==> config.mk <==
export PLATFORM = sky130hd
export DESIGN_NAME = uart_rx_fifo
export DESIGN_NICKNAME = d
export VERILOG_FILES = /design/src/rtl/uart_rx_fifo.sv
export SDC_FILE = /design/constraint.sdc
export NUM_CORES = 1
export LEC_CHECK = 0
export ABC_AREA = 1
export BUFFER_PORTS_ARGS = -buffer_cell sky130_fd_sc_hd__buf_2
export CAP_MARGIN = 20
export CORE_MARGIN = 2
export CORE_UTILIZATION = 50
export CTS_BUF_LIST = sky130_fd_sc_hd__clkbuf_4 sky130_fd_sc_hd__clkbuf_8
export DETAILED_ROUTE_END_ITERATION = 6
export HOLD_SLACK_MARGIN = 0.02
export PLACE_DENSITY_LB_ADDON = 0.2
export SKIP_CTS_REPAIR_TIMING = 1
export SLEW_MARGIN = 40
export SYNTH_ARGS = -nofsm -noshare
export SYNTH_HDL_FRONTEND = slang
export SYNTH_SLANG_ARGS = --single-unit
==> constraint.sdc <==
create_clock -name clk -period 2.9 [get_ports clk]
set_clock_uncertainty 0.1 [all_clocks]
set_input_delay 0.145 -clock clk [delete_from_list [all_inputs] [get_ports clk]]
set_output_delay 0.145 -clock clk [all_outputs]
set_load 0.02 [all_outputs]
==> src/rtl/uart_rx_fifo.sv <==
// Receive character buffer behind the UART receiver.
// Show-ahead FIFO with rx_done edge capture, overrun/underflow status and RTS hysteresis.
module uart_rx_fifo #(
    parameter int DEPTH  = 16,
    parameter int RTS_HI = 12,
    parameter int RTS_LO = 8
) (
    input  logic                     clk,
    input  logic                     reset_n,
    input  logic [7:0]               rx_data,
    input  logic                     rx_parity_error,
    input  logic                     rx_done,
    output logic                     host_read_data,
    input  logic                     rd_en,
    output logic [7:0]               rd_data,
    output logic                     rd_parity_err,
    input  logic                     flush,
    input  logic                     overrun_clr,
    output logic                     empty,
    output logic                     full,
    output logic [$clog2(DEPTH):0]   level,
    output logic                     overrun,
    output logic                     underflow,
    output logic                     rts_n
);

    localparam int AW = $clog2(DEPTH);
    localparam int PW = AW + 1;
    localparam logic [PW-1:0] LVL_HI = PW'(RTS_HI);
    localparam logic [PW-1:0] LVL_LO = PW'(RTS_LO);

    logic [8:0]    mem [DEPTH];
    logic [PW-1:0] wr_ptr_q, wr_ptr_d;
    logic [PW-1:0] rd_ptr_q, rd_ptr_d;
    logic [PW-1:0] level_d;
    logic          rx_done_q;
    logic          host_read_data_q, host_read_data_d;
    logic          overrun_q, overrun_d;
    logic          underflow_q, underflow_d;
    logic          rts_n_q, rts_n_d;
    logic          push, pop, wr_en;

    // Occupancy flags and edge-detected push / qualified pop.
    always_comb begin
        empty = (wr_ptr_q == rd_ptr_q);
        full  = (wr_ptr_q[AW] != rd_ptr_q[AW]) &&
                (wr_ptr_q[AW-1:0] == rd_ptr_q[AW-1:0]);
        level = wr_ptr_q - rd_ptr_q;
        push  = rx_done && !rx_done_q;
        pop   = rd_en && !empty && !flush;
        // A pop in the same cycle frees the slot the push needs.
        wr_en = push && !flush && (!full || pop);
    end

    // Next-state for pointers, status flags and flow control.
    always_comb begin
        wr_ptr_d         = wr_ptr_q;
        rd_ptr_d         = rd_ptr_q;
        host_read_data_d = push;
        underflow_d      = rd_en && empty;
        overrun_d        = overrun_q;
        rts_n_d          = rts_n_q;
        if (flush) begin
            wr_ptr_d = '0;
            rd_ptr_d = '0;
        end else begin
            if (wr_en) wr_ptr_d = wr_ptr_q + 1'b1;
            if (pop)   rd_ptr_d = rd_ptr_q + 1'b1;
        end
        if (push && !flush && full && !pop) begin
            overrun_d = 1'b1;
        end else if (overrun_clr) begin
            overrun_d = 1'b0;
        end
        level_d = wr_ptr_d - rd_ptr_d;
        if (level_d >= LVL_HI) begin
            rts_n_d = 1'b1;
        end else if (level_d <= LVL_LO) begin
            rts_n_d = 1'b0;
        end
    end

    // State registers with asynchronous reset.
    always_ff @(posedge clk or negedge reset_n) begin
        if (!reset_n) begin
            wr_ptr_q         <= '0;
            rd_ptr_q         <= '0;
            rx_done_q        <= 1'b0;
            host_read_data_q <= 1'b0;
            overrun_q        <= 1'b0;
            underflow_q      <= 1'b0;
            rts_n_q          <= 1'b0;
        end else begin
            wr_ptr_q         <= wr_ptr_d;
            rd_ptr_q         <= rd_ptr_d;
            rx_done_q        <= rx_done;
            host_read_data_q <= host_read_data_d;
            overrun_q        <= overrun_d;
            underflow_q      <= underflow_d;
            rts_n_q          <= rts_n_d;
        end
    end

    // Character storage; contents survive reset and flush.
    always_ff @(posedge clk) begin
        if (wr_en) mem[wr_ptr_q[AW-1:0]] <= {rx_parity_error, rx_data};
    end

    // Show-ahead head entry, forced to zero when empty.
    always_comb begin
        rd_data       = 8'h00;
        rd_parity_err = 1'b0;
        if (!empty) begin
            rd_data       = mem[rd_ptr_q[AW-1:0]][7:0];
            rd_parity_err = mem[rd_ptr_q[AW-1:0]][8];
        end
        host_read_data = host_read_data_q;
        overrun        = overrun_q;
        underflow      = underflow_q;
        rts_n          = rts_n_q;
    end

endmodule

; Word level (Yosys, flattened, before mapping)
; Memory sizes are Yosys's and may differ from the RTL's.
; Index checks and enable logic that the tools add are counted.
[classes]
addsub = 4
n_lt_le_gt_ge = 2
n_eq_ne = 3
muxes = 12
n_reduce_logical = 17
[op_table]
columns = operator, n
row1 = 2-to-1 mux 5 bit, 4
row2 = adder 5 x 1 -> 5 bit (second input constant), 2
row3 = subtractor 5 bit, 2
row4 = logical AND 1 bit, 9
row5 = 2-to-1 mux 8 bit, 1
row6 = 2-to-1 mux 1 bit, 7
row7 = == test 5 bit, 1
row8 = >= comparator 5 x 4 -> 1 bit (second input constant), 1
row9 = <= comparator 5 x 4 -> 1 bit (second input constant), 1
row10 = zero test 1 bit, 5
row11 = == test 4 bit, 1
row12 = nonzero test 2 bit, 2
row13 = logical OR 1 bit, 1
row14 = inequality test 1 bit, 1
[word_totals]
register_bits = 15
ramBits = 144
input_bits = 15
output_inout_bits = 20
wordCells = 46
n_memories = 1
[mem_list]
columns = name, words, width, read_ports, rd_clocked_by_memory_dff, wr, line_no
row1 = mem, 16, 9, 1, 0, 1, 32  ; logic [8:0] mem [DEPTH];

; Longest topological paths before layout
; Gate-level depths: netlist (run 1).
[logic_depth]
word_depth = 12
depth_mapped = 19
depth_no_buf = 17

; Worst setup path before layout (run 1)
; No wires, ideal clock.
[synth_timing]
kind = flip-flop to flip-flop
from = register rd_ptr_q[2]
to = register rts_n_q, in the netlist rts_n
setup_time_ns = 0.124
arrival_ns = 2.756
t_required_ns = 2.676
slack_ns = -0.080
path_stages_with_launch = 20
n_path_buf = 2
period_less_slack_ns = 2.980
cell_sequence = dfrtp_1 > buf_4 > inv_1 > clkbuf_1 > ha_1 > nand2_2 > nor2_4 > nand2_2 > nand2_4 > inv_2 > nor2_1 > nor3_1 > inv_1 > ha_1 > nand2_1 > nor2_1 > a211oi_1 > or2_2 > nand3_1 > nand3_1
[synth_between]
elab_cells_between_ends = 19
classes_between = 2 x add/sub / 2 x order compare / 2 x eq/ne / 5 x mux / 8 x reduce/logical
[synth_lines]
columns = item, line_no
row1 = "start, declared", 34  ; logic [PW-1:0] rd_ptr_q, rd_ptr_d;
row2 = "start signal, assigned", 95  ; rd_ptr_q <= rd_ptr_d;
row3 = == test 5 bit (*), 45  ; empty = (wr_ptr_q == rd_ptr_q);
row4 = zero test 1 bit (*), -
row5 = logical AND 1 bit (*) (2 in a row), 50  ; pop = rd_en && !empty && !flush;
row6 = 2-to-1 mux 5 bit (*), 68  ; if (pop) rd_ptr_d = rd_ptr_q + 1'b1;
row7 = 2-to-1 mux 5 bit (*), 63  ; if (flush) begin
row8 = net rd_ptr_d[1], 34
row9 = subtractor 5 bit (*), 75  ; level_d = wr_ptr_d - rd_ptr_d;
row10 = >= comparator 5 x 4 -> 1 bit / <= comparator 5 x 4 -> 1 bit (equally long branches), "76, 78"
row11 = 2-to-1 mux 1 bit / nonzero test 2 bit (equally long branches), -
row12 = "end signal, assigned", 100  ; rts_n_q <= rts_n_d;
row13 = "end, declared", 40  ; logic rts_n_q, rts_n_d;
; The timed path passes the listed nets; every way through them passes the cells marked *.
; A chain may end at the register's enable or synchronous reset.

; Worst setup path in the final report (run 1)
[layout_timing]
from = register wr_ptr_q[0]
to = register rts_n_q, in the netlist rts_n
[layout_between]
elab_cells_between_ends = 19
classes_between = 2 x add/sub / 2 x order compare / 2 x eq/ne / 5 x mux / 8 x reduce/logical
[layout_lines]
columns = item, line_no
row1 = "start, declared", 33  ; logic [PW-1:0] wr_ptr_q, wr_ptr_d;
row2 = "start signal, assigned", 94  ; wr_ptr_q <= wr_ptr_d;
row3 = == test 5 bit (*), 45
row4 = zero test 1 bit (*), -
row5 = logical AND 1 bit (*) (2 in a row), 50
row6 = 2-to-1 mux 5 bit (*), 68
row7 = 2-to-1 mux 5 bit (*), 63
row8 = net rd_ptr_d[2], 34
row9 = subtractor 5 bit (*), 75
row10 = >= comparator 5 x 4 -> 1 bit / <= comparator 5 x 4 -> 1 bit (equally long branches), "76, 78"
row11 = 2-to-1 mux 1 bit / nonzero test 2 bit (equally long branches), -
; Marked as above.

==> flow_summary.ini, run 1 <==
[timing]
finalSetupViolations = 0
finalCriticalPeriod_ns = 2.79
hold_violations = 0
fin_crit_sh = 0.961
worst_slack_ns = 0.113
max_slew.worst_pin.slew_ns = 0.623
slew_viol_final = 0
relSlewSlack = 0.585
max_freq_ghz = 0.359

[global_routing]
grt_pass1_wl_um = 24800
grt_overflow = 0
track_usage = 0.230
grt_max_degree = 73
antenna_found_initial = 0
grt_pass1_vias = 4590

[cells_and_area]
final_layout_size_suffix_gt1_frac = 0.205
ff_latch_area_um2 = 4700
multiInputGateArea_um2 = 1980
fillers = 1118
synthToLayoutAreaGrowth_pct = 15.9
antenna_cells = 0
fin_nets = 685

[setup_path]
critPathRequiredTime_ns = 3.14
timing.critical_path.buf_inv = 2
cp_cell_sequence = inv_1 > ha_1 > nand2_1 > nor2_4 > nand2_2 > nand2_4 > o21ai_0 > nor3b_2 > inv_1 > ha_4 > nand2_1 > nor2_2 > a211oi_2 > or2_2 > nand3_1 > nand3_1
critPathSlowestCell = dfrtp_1
worstPathArrival_ns = 3.03
crit_path_max_fanout = 7
cp-start-kind = flip-flop
max_stage_delay_ns = 0.39
rr_worst_depth = 16
crit_cells = 16
end_kind = flip-flop
crit_type = reg -> reg
critPathTopFamily = simple AND/OR/NAND/NOR gates

[clock_tree]
cts_buffer_depth = 2
cts_tree = done
root_buffer = clkbuf_8
htree_levels = 4
cts.reportedPaths.clkPinSlew_ns = 0.08
cts_sinks = 159
numCtsBuffers = 17
insertion_delay_ns = 0.45

[synthesis]
async_flop_share = 0.0943
synth.distinct_cells = 38
syn-cell-area_um2 = 6940
synth_warnings = 0
yosys-top-cells-area = edfxtp_1, nor2_1, o21ai_0
synth_largest_area_cell = edfxtp_1
synth_ff_type = edfxtp_1
synth_most_common_cell = edfxtp_1
postSynthAreaPerCell_um2 = 11.9
synthCells = 582
synth_seq_cells = 159
synth_nets = 612
synth-seq-area-share = 0.677
netlist_top_cells_count = edfxtp_1, nor2_1, o21ai_0
yosysTopAreaCellShare = 0.623
synth_edf_count = 144

[floorplan]
ios = 35
core-area_um2 = 13700
die_y_um = 122
die_width_um = 122
die_area_um2 = 14800
rows = 43
initial_utilization = 0.506

[route]
vias_per_cell = 5.54
ant_nets = 0
wl_met1_um = 7060
routed_wirelength_um = 16100
dr_wl_met2_um = 8010
drc = 0
routed.top_layer = met4
num_vias = 4701
first_iter_violations = 531
wl_met3_um = 780
routedWlPerCell_um = 19.0
first_pass_iters = 5

[run]
maxCapViolations = 0

[power_and_ir_drop]
leakagePower_nw = 2.95
cellPowerDensity_nw_per_um2 = 630
irDropWorstVdd_mv = 0.255
power_w = 0.00507

[placed_design]
portBuffers = 34
pre_cts_ws_ns = 0.0367
dp_hpwl_um = 9840
gp_congestion = 0.908

[outcome]
status = finished, final reports clean

[hold_path]
hp-class = in -> async
per-layer routing:
metal	GRT usage	vias to the layer above
li1	-	2220
met1	0.315	2336
met2	0.376	125
met3	0.0492	20
met4	0.0647	0
met5	0	-
layout make-up:
cell class,instances,share of cell area
Clock buffer,20,0.0342
Clock inverter,12,0.0165
Inverter,36,0.0168
Multi-Input combinational cell,359,0.246
Sequential cell,159,0.585
Tap cell,180,0.0280
Timing Repair Buffer,82,0.0734
path summary, 6_finish.rpt:
kind | slack, ns | endpoint | from
worst max-delay path | 0.11 | rts_n | wr_ptr_q[0]
worst min-delay path | 0.03 | rd_ptr_q[4] | reset_n
worst max register to register | 0.11 | rts_n | wr_ptr_q[0]
worst min register to register | 0.40 | host_read_data | rx_done_q
max in group asynchronous | 2.38 | rd_ptr_q[0] | reset_n
min in group clk | 0.25 | rx_done_q | rx_done
through the flow:
stage                     instances   util  area, um^2  hold WS (ns)  setup TNS, ns
after floorplan                 582      -        6940        -0.251              0
after global placement          799  0.539        7390       -0.0207              0
after detailed placement        799  0.539        7390       -0.0297              0
after CTS                       831  0.569        7800        -0.523         -0.332
after global routing            848  0.586        8040        0.0296        -0.0490
final                           848  0.586        8040        0.0322              0
registers in the layout, indices dropped and copies added, names as in the netlist:
| register | flops |
|---|---|
| rts_n | 1 |
| underflow | 1 |
| host_read_data | 1 |
| wr_ptr_q | 5 |
| overrun | 1 |
| rx_done_q | 1 |
| mem | 144 |
| rd_ptr_q | 5 |
cell usage in the layout, fill, tap and decap left out, types with 3 or more instances in the layout:
master	synthesis	routed
edfxtp_1	144	144
nand4_1	3	3
nor2_2	2	3
nor2_1	116	115
inv_1	27	27
inv_2	7	7
ha_4	0	3
nand2_2	8	7
a31oi_1	9	9
nand2_1	44	44
buf_2	7	34
nand3_1	18	17
buf_4	5	32
o21ai_0	80	79
clkinv_4	0	3
a21oi_1	5	3
ha_1	13	10
clkbuf_8	0	20
o211ai_1	18	18
clkinv_1	2	3
nand2_4	2	3
xor2_1	4	4
dfrtp_1	15	14
o22ai_1	17	17
nand3_2	2	3
dlygate4sd3_1	0	14
power breakdown:
part / total [W] / internal (W) / leakage, nW / switching [W]
registers: 0.00253 / 0.00252 / 1.50 / 0.0000120
logic: 0.000888 / 0.000284 / 1.26 / 0.000604
clock network: 0.00165 / 0.000836 / 0.203 / 0.000810
total: 0.00507 / 0.00364 / 2.95 / 0.00143
worst reg2reg max path, stage by stage, from the launching register on:
cell and delay (ns):
dfrtp_1 0.39, inv_1 0.08, ha_1 0.31, nand2_1 0.11, nor2_4 0.05, nand2_2 0.12, nand2_4 0.09, o21ai_0 0.16
nor3b_2 0.22, inv_1 0.10, ha_4 0.30, nand2_1 0.08, nor2_2 0.10, a211oi_2 0.05, or2_2 0.27, nand3_1 0.08
nand3_1 0.08
cell families after synthesis:
family,count (synthesis),share of synthesized area
compound gates,135,0.110
fa+ha+maj,15,0.0292
xor+xnor,5,0.00631
buf+inv,64,0.0471
flops,159,0.677
simple gates,204,0.130
Note: power is estimated with default switching activity, not from simulation.
==> run 2: changes to the inputs <==
- MAX_ROUTING_LAYER: unset -> met4
==> run 2 against run 1 <==
  * Maximum frequency down 1.5%
  * Critical path depth decreased by 8
  * First-iteration DRC count fell by 4.1%
  * Sequential cell count unchanged
  * Power is 1.0% higher
  * Cell area is 0.14% higher
  * Sequential power about the same
  * Clock power about the same
  * Combinational power up 2%
  * Final cell count decreased by 0.12%
  * Critical endpoint is now rd_data[3]
  * Largest power group unchanged
==> flow_summary.ini, run 2 (synthesis results as in run 1) <==
[route]
first_iter_violations = 509
num_vias = 4735
first_pass_iters = 5
vias_per_cell = 5.59
drc = 0
ant_nets = 0
routed_wirelength_um = 16200
routedWlPerCell_um = 19.1

[clock_tree]
cts_tree = done
htree_levels = 4
cts_buffer_depth = 2
root_buffer = clkbuf_8
cts_sinks = 159
numCtsBuffers = 17
insertion_delay_ns = 0.45
cts.reportedPaths.clkPinSlew_ns = 0.08

[setup_path]
crit_path_max_fanout = 72
cp-start-kind = flip-flop
worstPathArrival_ns = 2.58
r2r_slack_ns = 0.18
crit_type = reg -> out
critPathSlowestCell = dfrtp_2
rr_worst_depth = 15
max_stage_delay_ns = 0.42
critPathRequiredTime_ns = 2.65
cp_cell_sequence = buf_4 > inv_2 > buf_12 > nor2_1 > o211ai_1 > nand3_1 > a31oi_1 > buf_2
end_kind = output port
r2r_start = rd_ptr_q[0]
r2r-end = rts_n
timing.critical_path.buf_inv = 4
critPathTopFamily = buffers and inverters

[global_routing]
track_usage = 0.240
grt_pass1_wl_um = 25200
antenna_found_initial = 0
grt_max_degree = 73
grt_pass1_vias = 4634
grt_overflow = 0

[cells_and_area]
ff_latch_area_um2 = 4700
layout_commonest_cell = edfxtp_1
final_area_um2 = 8050
layout_common_cells = edfxtp_1, nor2_1, o21ai_0
utilization = 0.587
multiInputGateArea_um2 = 2000
antenna_cells = 0
largest_reg_flops = 144
final_layout_size_suffix_gt1_frac = 0.210
synthToLayoutAreaGrowth_pct = 16.1
fin_nets = 684
fillers = 1106

[timing]
finalCriticalPeriod_ns = 2.83
max_freq_ghz = 0.354
slew_viol_final = 0
finalSetupViolations = 0
hold_violations = 0
max_slew.worst_pin.slew_ns = 0.634
fin_crit_sh = 0.975
relSlewSlack = 0.577
timing.hold.ws_ns = 0.0332

[hold_path]
hp-class = in -> async

[floorplan]
die_width_um = 122
rows = 43
core-area_um2 = 13700
die_y_um = 122
initial_utilization = 0.506
die_area_um2 = 14800
ios = 35

[power_and_ir_drop]
irDropWorstVdd_mv = 0.298
leakagePower_nw = 2.96
cellPowerDensity_nw_per_um2 = 635

[placed_design]
placed_area_um2 = 7390
portBuffers = 34
dp_hpwl_um = 9910
gp_congestion = 0.915

[run]
maxCapViolations = 0

[outcome]
status = finished, final reports clean
==> run 2: cell types whose count changed in the layout (fill, tap and decap cells not counted), sizes merged <==
cell,delta
bufinv,+1
clkbuf,+1
dlygate4sd3,-1
inv,-2
==> run 2: power by group <==
group | total, W | leakage (nW) | switching, W | internal (W)
logic | 0.000906 | 1.25 | 0.000618 | 0.000288
registers | 0.00253 | 1.50 | 0.0000109 | 0.00252
clock network | 0.00168 | 0.212 | 0.000772 | 0.000909
==> run 2: stage by stage <==
step / total power, W / std cells / worst slack, ns / TNS, ns
4_1_cts: 0.00511 / 831 / -0.198 / -0.554
2_1_floorplan: 0.00318 / 582 / 0.0108 / 0
6_report: 0.00512 / 847 / 0.0714 / 0
3_5_place_dp: 0.00345 / 799 / 0.0971 / 0
5_1_grt: 0.00533 / 847 / -0.0381 / -0.0381
3_3_place_gp: 0.00342 / 799 / 0.177 / 0
==> run 2: worst max path at each step <==
| stage | startpoint | to | slack (ns) | cells past startpoint |
|---|---|---|---|---|
| finish | rd_ptr_q[0] | rd_data[3] | 0.07 | 8 |
| global route | wr_ptr_q[0] | rts_n | -0.04 | 16 |
| CTS | rd_ptr_q[0] | rd_data[3] | -0.20 | 7 |
| detailed placement | rd_ptr_q[3] | rts_n | 0.1 | 14 |
| global placement | rd_ptr_q[2] | rts_n | 0.18 | 17 |
| floorplan | rd_ptr_q[3] | rts_n | 0.01 | 17 |
==> run 2: worst register-to-register path, cell delays in order (launching register included) <==
cell     delay [ns]
dfrtp_2        0.42
ha_1           0.31
nand2_2        0.07
nor2_4         0.17
nand3_2        0.12
nand2_4        0.13
nor2_1         0.07
inv_1          0.05
nand2_1        0.08
ha_1           0.25
fa_2           0.53
nand2_1        0.05
nand2_1        0.05
nand2_1        0.06
nand3_2        0.08
nand3_1        0.08
==> run 2: area by class of cell <==
cell class | count | share of cell area
clock buffer | 21 | 0.0343
clock inverter | 11 | 0.0172
inverter | 36 | 0.0168
multi-input combinational | 359 | 0.248
sequential | 159 | 0.584
tap | 180 | 0.0280
timing repair buffer | 81 | 0.0721
==> run 2: metal layers <==
| layer | track usage | vias to the layer above | wire (um) |
|---|---|---|---|
| li1 | - | 2219 | - |
| met1 | 0.313 | 2349 | 6940 |
| met2 | 0.385 | 142 | 8270 |
| met3 | 0.0445 | 25 | 702 |
| met4 | 0.0740 | 0 | 265 |
| met5 | - | - | 0 |
==> run 3: changes to the inputs <==
- BUFFER_PORTS_ARGS: -buffer_cell sky130_fd_sc_hd__buf_2 -> -buffer_cell sky130_fd_sc_hd__buf_4
==> run 3 against run 2 <==
  * Die area stayed put
  * Clock-buffer cell count is 2 lower
  * Routed wire length is 0.19% lower
  * Critical endpoint is now rts_n
==> flow_summary.ini, run 3 (synthesis results as in run 1) <==
[floorplan]
rows = 43
die_area_um2 = 14800
initial_utilization = 0.506
core-area_um2 = 13700
ios = 35
die_y_um = 122
die_width_um = 122

[power_and_ir_drop]
p_switching_w = 0.00143
leakagePower_nw = 2.98
cellPowerDensity_nw_per_um2 = 653
swShare = 0.267
irDropWorstVdd_mv = 0.280
power_w = 0.00536
pwr-share-comb = 0.177
clock_power_share = 0.350
p_int_w = 0.00393
seqPwrFrac = 0.472

[setup_path]
cp-start-kind = flip-flop
crit_type = reg -> reg
r2r_slack_ns = 0.18
critPathRequiredTime_ns = 3.13
worstPathArrival_ns = 2.95
end_kind = flip-flop
crit_path_max_fanout = 6

[global_routing]
antenna_found_initial = 0
grt_overflow = 0
track_usage = 0.238
grt_max_degree = 73
grt_pass1_wl_um = 24800
grt_pass1_vias = 4405

[clock_tree]
cts_sinks = 159
numCtsBuffers = 17
cts_tree = done
htree_levels = 4
insertion_delay_ns = 0.44
cts.reportedPaths.clkPinSlew_ns = 0.08
root_buffer = clkbuf_8
cts_buffer_depth = 2

[timing]
finalCriticalPeriod_ns = 2.72
max_freq_ghz = 0.367
relSlewSlack = 0.508
worst_slack_ns = 0.176
hold_violations = 0
max_slew.worst_pin.slew_ns = 0.735
grt_setup_unrepaired = true
slew_viol_final = 0
fin_crit_sh = 0.939
final.setup.tns_ns = 0
finalSetupViolations = 0

[cells_and_area]
layout_commonest_cell = edfxtp_1
antenna_cells = 0
final_area_um2 = 8200
layout_common_cells = edfxtp_1, nor2_1, o21ai_0
final_layout_size_suffix_gt1_frac = 0.208
fin_cells = 849
synthToLayoutAreaGrowth_pct = 18.2
fillers = 1110
largest_reg_flops = 144
fin_nets = 686

[route]
routedWlPerCell_um = 19.0
first_pass_iters = 7
num_vias = 4655
ant_nets = 0
first_iter_violations = 482
vias_per_cell = 5.48
drc = 0
routed_wirelength_um = 16200

[placed_design]
portBuffers = 34
placed_area_um2 = 7480
gp_congestion = 0.918
pre_cts_ws_ns = 0.0639
dp_hpwl_um = 9940
placed_cells = 800

[hold_path]
hp-class = in -> reg

[run]
maxCapViolations = 0

[outcome]
status = finished, final reports clean
==> run 3: final timing paths <==
path                              from        endpoint  cells after the start
hold reg to reg              rx_done_q  host_read_data                      1
hold / removal                 rx_done       rx_done_q                      2
setup reg to reg           wr_ptr_q[0]           rts_n                     17
max in group asynchronous      reset_n     rd_ptr_q[0]                      3
setup / recovery           wr_ptr_q[0]           rts_n                     17
min in group asynchronous      reset_n     rd_ptr_q[0]                      3
==> run 3: worst max-delay path: stages, from the launching register on <==
cell and delay, ns:
dfrtp_1 0.38, inv_1 0.07, ha_1 0.31, nand2_1 0.09, nor2_4 0.12, nand3_2 0.13
nand2_4 0.13, inv_2 0.07, nand2_2 0.11, o21ai_1 0.08, a21oi_2 0.21, ha_4 0.19
nand2_1 0.06, nor2_2 0.10, a211oi_2 0.05, or2_2 0.27, nand3_1 0.07, nand3_1 0.08
==> run 3: power by group through the flow <==
stage	logic [W]	registers, W	clock network, W
floorplan	0.000586	0.00259	0
global placement	0.000899	0.00258	0
detailed placement	0.000915	0.00258	0
CTS	0.000918	0.00253	0.00190
global route	0.00104	0.00253	0.00200
finish	0.000950	0.00253	0.00188
==> run 3: through the flow <==
| stage | hold slack, ns | utilization |
|---|---|---|
| floorplan | -0.251 | - |
| global placement | -0.0839 | 0.546 |
| CTS | -0.579 | 0.580 |
| finish | 0.277 | 0.598 |
| detailed placement | -0.0802 | 0.546 |
| global route | 0.255 | 0.598 |
==> run 3: per-layer routing <==
layer | vias up | track usage | share of wire
li1 | 2217 | - | -
met1 | 2295 | 0.317 | 0.44
met2 | 127 | 0.378 | 0.50
met3 | 16 | 0.0421 | 0.047
met4 | 0 | 0.0711 | 0.018
met5 | - | - | 0
==> run 3: final cells by class <==
| cell class | instances | area (um^2) | share of cell area |
|---|---|---|---|
| Sequential cell | 159 | 4700 | 0.573 |
| Multi-Input combinational cell | 359 | 1980 | 0.242 |
| Timing Repair Buffer | 83 | 684 | 0.0834 |
| Clock buffer | 19 | 262 | 0.0319 |
| Tap cell | 180 | 225 | 0.0275 |
| Clock inverter | 13 | 209 | 0.0255 |
| Inverter | 36 | 139 | 0.0169 |
